[src/rtl/ssd_display_arbiter.sv]
// Round-robin arbiter sharing one 4-digit SSD between two requesters; grant registers outputs and pulses ack next cycle.
// Each grant holds the display for DWELL_CYCLES; requests are ignored (not queued) while a dwell runs.
module ssd_display_arbiter #(
    parameter int DWELL_CYCLES = 100000000
) (
    input  logic        clk,
    input  logic        rst,
    input  logic        req0,
    input  logic        req1,
    input  logic [15:0] data0,
    input  logic [15:0] data1,
    input  logic [3:0]  mask0,
    input  logic [3:0]  mask1,
    output logic        ack0,
    output logic        ack1,
    output logic        busy,
    output logic        owner,
    output logic [3:0]  digit3,
    output logic [3:0]  digit2,
    output logic [3:0]  digit1,
    output logic [3:0]  digit0,
    output logic [3:0]  mode
);

    localparam int CW = $clog2(DWELL_CYCLES);

    typedef enum logic {
        IDLE = 1'b0,
        SHOW = 1'b1
    } state_t;

    state_t        state;
    logic [CW-1:0] cnt;
    logic          arb;
    logic          any_req;
    logic          grant;

    assign arb     = (state == IDLE) || (cnt == CW'(DWELL_CYCLES - 1));
    assign any_req = req0 | req1;
    // On a tie the requester not currently shown wins, so ties alternate.
    assign grant   = (req0 & req1) ? ~owner : req1;
    assign busy    = (state == SHOW);

    always_ff @(posedge clk) begin
        if (rst) begin
            state  <= IDLE;
            cnt    <= '0;
            owner  <= 1'b1;
            ack0   <= 1'b0;
            ack1   <= 1'b0;
            digit3 <= 4'h0;
            digit2 <= 4'h0;
            digit1 <= 4'h0;
            digit0 <= 4'h0;
            mode   <= 4'b0000;
        end else begin
            ack0 <= 1'b0;
            ack1 <= 1'b0;
            if (state == SHOW) begin
                cnt <= cnt + 1'b1;
            end
            if (arb) begin
                if (any_req) begin
                    state <= SHOW;
                    cnt   <= '0;
                    owner <= grant;
                    ack0  <= ~grant;
                    ack1  <= grant;
                    {digit3, digit2, digit1, digit0} <= grant ? data1 : data0;
                    mode  <= grant ? mask1 : mask0;
                end else begin
                    // Nothing pending: drop to IDLE but keep the last value on display.
                    state <= IDLE;
                    cnt   <= '0;
                end
            end
        end
    end

endmodule

[config.mk]
export PLATFORM = sky130hd
export DESIGN_NAME = ssd_display_arbiter
export DESIGN_NICKNAME = d
export VERILOG_FILES = /design/src/rtl/ssd_display_arbiter.sv
export SDC_FILE = /design/constraint.sdc
export NUM_CORES = 1
export LEC_CHECK = 0
export CORE_MARGIN = 10
export CORE_UTILIZATION = 25
export DETAILED_ROUTE_END_ITERATION = 7
export GPL_ROUTABILITY_DRIVEN = 1
export PLACE_DENSITY = 0.48
export RECOVER_POWER = 100
export SLEW_MARGIN = 25
export SYNTH_ARGS = -nofsm -noshare
export SYNTH_HDL_FRONTEND = slang
export SYNTH_SLANG_ARGS = --single-unit
[constraint.sdc]
create_clock -name clk -period 1.8 [get_ports clk]
set_input_delay 0.36 -clock clk [delete_from_list [all_inputs] [get_ports clk]]
set_output_delay 0.36 -clock clk [all_outputs]
set_load 0.005 [all_outputs]
==> results.py, run 1 <==
metrics = {
    "worst_setup_path": {
        "r2r_end": "digit3[0]",
        "reg2reg_depth": 4,
        "crit_chain": "dlygate4sd2_1, nor2_4, nand3b_1, o32a_4, mux2_4",
        "cp_top_family": "compound AO/OA/AOI/OAI gates",
        "rr_startpoint": "cnt[16]",
        "critPathBufInv": 1,
        "arrival_ns": 1.95,
        "cpPeakStageDelay_ns": 0.52,
        "worst-path-max-fanout": 6,
        "worstSetupEndpointType": "flip-flop",
        "crit_type": "in2reg",
        "start_kind": "input pin",
        "cp_slowest_cell": "o32a_4",
        "cp_data_required_time_ns": 2.00,
        "rrSetupSlack_ns": 0.06,
    },
    "sta": {
        "skew_ns": 0.0169,
        "tns_ns": 0,
        "worstMarginPinSlew_ns": 0.294,
        "finalHoldViolations": 0,
        "fmax_ghz": 0.572,
        "rsz0062_at_grt": "false",
        "final_max_slew_viol_count": 0,
        "finalSetupViolCount": 0,
        "period_share_pct": 97.1,
        "min_period_ns": 1.75,
        "slew_headroom_pct": 80.4,
    },
    "clock_network": {
        "htree_levels": 2,
        "tritoncts": "built",
        "cts_buffers": 5,
        "clockBufferDepth": 2,
        "cts_sinks": 51,
        "root_buffer": "clkbuf_8",
        "clkLatencyLatePin_ns": 0.31,
        "path_clk_slew_ns": 0.10,
    },
    "yosys": {
        "ys_seq_elements": 51,
        "syn_nets": 320,
        "syn_area_mm2": 0.00261,
        "synthTopCellsByArea": "dfxtp_1, mux2_4, mux2i_1, nor2b_1, nor2_1",
        "synthDistinctLibCells": 36,
        "synthCells": 275,
        "synth_top_cell_area_share_pct": 39.1,
        "ys_warn_count": 0,
        "yosys.area.top_type": "dfxtp_1",
        "seq_area_frac_synth_pct": 39.1,
        "synth.avg_cell_area_um2": 9.50,
    },
    "job": {
        "cap_violations": 0,
    },
    "floorplanning": {
        "dieArea_mm2": 0.0149,
        "die_h_um": 122,
        "num_io_pins": 68,
        "initial_core_util_pct": 25.4,
        "rows": 37,
        "die_x_um": 122,
        "core-area_mm2": 0.0103,
    },
    "detailed_routing": {
        "vias": 2331,
        "drt_iter0_drc": 86,
        "routed_wl_um": 7420,
        "detail-route-antenna-nets": 0,
        "drc": 0,
        "dr.pass1.iters": 4,
        "wl_per_cell_um": 14.6,
        "via_per_inst": 4.59,
    },
    "power_and_ir_drop": {
        "max-vdd-ir-drop_mv": 0.300,
        "power_density_mw_per_mm2": 658,
        "leakagePower_nw": 1.55,
    },
    "min_path": {
        "hold_class": "reg2reg",
        "min_from": "cnt[24]",
        "whs_path_depth": 2,
        "worstHoldEndpoint": "cnt[24]",
    },
    "final_layout": {
        "final_common_cell": "dfxtp_1",
        "syn_to_final_growth_pct": 51.3,
        "final_util_pct": 38.5,
        "drive_gt1_share_pct": 23.1,
        "fin_cells": 508,
        "finalNetCount": 416,
        "regArea_mm2": 0.00103,
        "nFillCells": 1056,
        "num_antenna_cells": 0,
        "multi_input_area_mm2": 0.00164,
        "layout_common_cells": "dfxtp_1, clkdlybuf4s50_1, nor2_1",
        "stdcell_area_mm2": 0.00395,
    },
    "global_route": {
        "overflow": 0,
        "grt_usage_pct": 9.51,
        "antenna_found_initial": 0,
        "grt_pass1_wl_um": 11600,
        "first_global_vias": 2236,
        "grt_max_degree": 40,
    },
    "placement": {
        "io_buffers": 67,
        "gp_congestion": 0.713,
        "place_area_mm2": 0.00367,
        "dp.cells": 496,
        "dp_hpwl_um": 5300,
    },
    "run_status": {
        "status": "finished clean",
    },
}
report_power, final:
group          switching (mW)  leakage [nW]  total [mW]  internal [mW]
Clock                   0.405        0.0644       0.960          0.555
Combinational           0.161          1.06       0.445          0.284
Sequential             0.0228         0.418        1.20           1.17
area by class of cell:
type	count	area share, %
well taps	136	4.30
multi-input cells	208	41.4
repair buffers	102	24.6
clock buffers	5	1.74
inverters	3	0.285
flip-flops and latches	51	26.0
clock inverters	3	1.71
state kept, by name (all words and copies together), names as in the netlist:
signal / flops
owner: 1
digit2: 4
ack1: 1
digit0: 4
cnt: 27
mode: 4
ack0: 1
digit1: 4
digit3: 4
busy: 1
cells in the mapped netlist (all sizes together):
cell type and n:
a21boi 1, a21oi 14, and2 3, and3 4, and4 5, and4b 1
buf 13, clkbuf 3, dfxtp 51, ha 1, inv 3, mux2 20
mux2i 20, nand2 8, nand3 8, nand3b 1, nand4 11, nor2 35
nor2b 22, nor3 3, nor3b 2, nor4 2, nor4b 2, o21a 1
o21ai 8, o31ai 7, o32a 1, or3 6, or4 7, xnor2 4
xor2 8
how the worst max path moves through the flow:
stage | slack (ns) | endpoint | from | cells after the start
after floorplan | 0.07 | digit0[0] | cnt[9] | 5
after global placement | -0.44 | mode[2] | req0 | 5
after detailed placement | -0.46 | digit3[3] | req0 | 5
after CTS | 0.001 | digit2[3] | cnt[16] | 4
after global routing | 0.01 | cnt[25] | cnt[8] | 6
final | 0.05 | digit3[0] | req0 | 5
metal layers:
metal | vias to the layer above | wire length [um] | track usage (%)
li1 | 1184 | - | -
met1 | 1084 | 3760 | 12.9
met2 | 58 | 3100 | 14.4
met3 | 5 | 518 | 2.85
met4 | 0 | 48 | 2.43
met5 | - | 0 | 0
worst register-to-register path: stages, from the launching register on:
cell	delay [ns]
dfxtp_2	0.36
and4_4	0.22
nand3b_1	0.23
o32a_4	0.52
mux2_4	0.31
what timing repair did:
item | in CTS | in global routing
buffers inserted | 0 | 1
gates resized for setup | 13 | 15
hold buffers | 0 | 0
pin swaps | 2 | 3
cloned | 3 | 0
setup endpoints to repair | 24 | 30
cell families after synthesis:
kind of cell             synth area share (%)
AND/OR/NAND/NOR                          26.1
flip-flops                               39.1
multiplexers                             18.9
AO/OA/AOI/OAI                            7.80
buffers and inverters                    3.69
XOR/XNOR                                 4.02
adder cells (fa/ha/maj)                 0.479
per-stage QoR:
| step | hold WS (ns) | power, mW | setup slack, ns |
|---|---|---|---|
| 2_1_floorplan | 0.413 | 1.43 | 0.0692 |
| 3_3_place_gp | 0.469 | 1.67 | -0.437 |
| 3_5_place_dp | 0.472 | 1.67 | -0.456 |
| 4_1_cts | 0.487 | 2.67 | 0.00118 |
| 5_1_grt | 0.504 | 2.72 | 0.0107 |
| 6_report | 0.488 | 2.60 | 0.0524 |
No activity file was read; power rests on OpenSTA's default activity.
==> run 2, diff against run 1 <==
- SLEW_MARGIN: 25 -> 15
==> results of run 2 <==
No change in the layout: final DEF, timing and power equal those of run 1.
==> run 3, diff against run 2 <==
- ABC_AREA: default -> 1
- CELL_PAD_IN_SITES_DETAIL_PLACEMENT: default -> 1
- CELL_PAD_IN_SITES_GLOBAL_PLACEMENT: default -> 1
- PLACE_DENSITY: 0.48 -> 0.63
==> results.py, run 3 <==
metrics = {
    "worst_setup_path": {
        "cp_data_required_time_ns": 1.44,
        "crit_chain": "clkdlybuf4s50_1",
        "cpPeakStageDelay_ns": 0.59,
        "crit_type": "reg2out",
        "worstSetupEndpointType": "output pin",
        "critPathBufInv": 1,
        "cp_slowest_cell": "clkdlybuf4s50_1",
        "cp_top_family": "buffers and inverters",
        "arrival_ns": 1.35,
        "worst-path-max-fanout": 5,
        "start_kind": "flip-flop",
    },
    "yosys": {
        "synthCells": 386,
        "ys.flop_type": "dfxtp_1",
        "ys_seq_elements": 51,
        "yosys.area.top_type": "dfxtp_1",
        "synthTopCellsByArea": "dfxtp_1, nand2_1, nand3_2, nor2_1, nand4_1",
        "syn_area_mm2": 0.00271,
        "ys_warn_count": 0,
        "async_flop_share_pct": 0,
        "synth_edf_count": 0,
        "yosys-top-cells-count": "nand2_1, nor2_1, dfxtp_1",
        "synth.avg_cell_area_um2": 7.02,
        "synth_top_cell_area_share_pct": 37.7,
        "synthDistinctLibCells": 25,
        "yosysMostFrequentCell": "nand2_1",
        "syn_nets": 431,
        "seq_area_frac_synth_pct": 37.7,
    },
    "detailed_routing": {
        "wl_met2_um": 3610,
        "dr.pass1.iters": 4,
        "highest_layer": "met4",
        "vias": 2629,
        "detail-route-antenna-nets": 0,
        "wl_per_cell_um": 13.3,
        "m1WireLength_um": 3470,
        "via_per_inst": 4.43,
        "wl_met3_um": 724,
        "drt_iter0_drc": 54,
        "routed_wl_um": 7880,
        "drc": 0,
    },
    "floorplanning": {
        "die_h_um": 124,
        "die_x_um": 124,
        "core-area_mm2": 0.0105,
        "rows": 37,
        "initial_core_util_pct": 25.9,
        "num_io_pins": 68,
        "dieArea_mm2": 0.0154,
    },
    "clock_network": {
        "cts_buffers": 5,
        "tritoncts": "built",
        "htree_levels": 2,
        "cts_sinks": 51,
        "root_buffer": "clkbuf_8",
        "clockBufferDepth": 2,
        "clkLatencyLatePin_ns": 0.31,
        "path_clk_slew_ns": 0.10,
    },
    "sta": {
        "final_max_slew_viol_count": 0,
        "min_period_ns": 1.71,
        "worstMarginPinSlew_ns": 0.342,
        "skew_ns": 0.0153,
        "rsz0062_at_grt": "true",
        "slew_headroom_pct": 77.0,
        "fmax_ghz": 0.585,
        "period_share_pct": 94.9,
        "finalHoldViolations": 0,
        "finalSetupViolCount": 0,
        "worst_slack_ns": 0.0919,
        "tns_ns": 0,
    },
    "global_route": {
        "grt_pass1_wl_um": 13500,
        "antenna_found_initial": 0,
        "grt_usage_pct": 10.6,
        "grt_max_degree": 43,
        "first_global_vias": 2853,
        "overflow": 0,
    },
    "power_and_ir_drop": {
        "max-vdd-ir-drop_mv": 0.261,
        "leakagePower_nw": 1.48,
        "power_density_mw_per_mm2": 659,
        "power.total_mw": 2.42,
    },
    "final_layout": {
        "num_antenna_cells": 0,
        "layout_common_cells": "nand2_1, nor2_1, dfxtp_1",
        "nFillCells": 1352,
        "finalNetCount": 501,
        "largest_reg_flops": 27,
        "drive_gt1_share_pct": 13.1,
        "syn_to_final_growth_pct": 35.6,
        "final_common_cell": "nand2_1",
        "regMostFlops": "cnt",
    },
    "placement": {
        "place_ws_ns": 0.0621,
        "dp_hpwl_um": 6520,
        "gp_congestion": 0.803,
        "io_buffers": 67,
    },
    "run_status": {
        "status": "finished clean",
    },
    "job": {
        "cap_violations": 0,
    },
    "min_path": {
        "hold_class": "reg2reg",
    },
}
## run 3: cell types whose count changed after synthesis, moves of 12 or more
cell	before	now
a21oi_1	14	2
inv_1	3	24
mux2_4	18	0
mux2i_1	20	1
nand2_1	8	131
nand3_2	0	21
nand4_1	10	25
nor2_1	35	52
nor2b_1	22	0
## run 3: metal layers
layer | global-route usage [%] | up-vias
met1 | 12.2 | 1198
met4 | 2.59 | 0
li1 | - | 1364
met2 | 17.6 | 59
met5 | 0 | -
met3 | 4.93 | 8
## run 3: cell type report
| cell class | count | area, um2 | share of cell area, % |
|---|---|---|---|
| Clock buffer | 6 | 72.6 | 1.98 |
| Inverter | 25 | 93.8 | 2.56 |
| Sequential cell | 51 | 1020 | 27.8 |
| Tap cell | 136 | 170 | 4.63 |
| Clock inverter | 2 | 16.3 | 0.443 |
| Timing Repair Buffer | 81 | 786 | 21.4 |
| Multi-Input combinational cell | 292 | 1510 | 41.2 |
## run 3: power by group
part | total [mW] | switching (mW) | internal, mW
Combinational | 0.496 | 0.241 | 0.255
Sequential | 1.23 | 0.0457 | 1.19
Clock | 0.691 | 0.410 | 0.280
Total | 2.42 | 0.697 | 1.72
## run 3: logic make-up after synthesis
family                   Yosys count  share of synthesized area [%]
XOR/XNOR                          15                           4.85
flip-flops                        51                           37.7
AO/OA/AOI/OAI                      5                          0.924
buffers and inverters             43                           7.25
adder cells (fa/ha/maj)            1                          0.462
multiplexers                       1                          0.370
AND/OR/NAND/NOR                  270                           48.5
## run 3: worst paths after layout
| path | depth (start not counted) | from | slack (ns) | endpoint |
|---|---|---|---|---|
| hold reg to reg | 2 | digit2[3] | 0.46 | digit2[3] |
| hold / removal | 2 | digit2[3] | 0.46 | digit2[3] |
| setup / recovery | 1 | busy | 0.09 | busy |
| setup reg to reg | 9 | cnt[1] | 0.16 | cnt[22] |
## run 3: repair_timing
| item | in CTS | in global routing |
|---|---|---|
| buffers inserted | 0 | 0 |
| setup endpoints to repair | 1 | 21 |
| hold buffers | 0 | 0 |
| gates resized for setup | 1 | 3 |
## run 3: stage by stage
step           hold WS, ns  util [%]  std cells  cell area, um2
3_3_place_gp         0.447      34.2        585            3580
6_report             0.461      35.1        593            3670
5_1_grt              0.488      35.1        593            3670
4_1_cts              0.471      35.1        593            3670
2_1_floorplan        0.440         -        386            2710
3_5_place_dp         0.453      34.2        585            3580
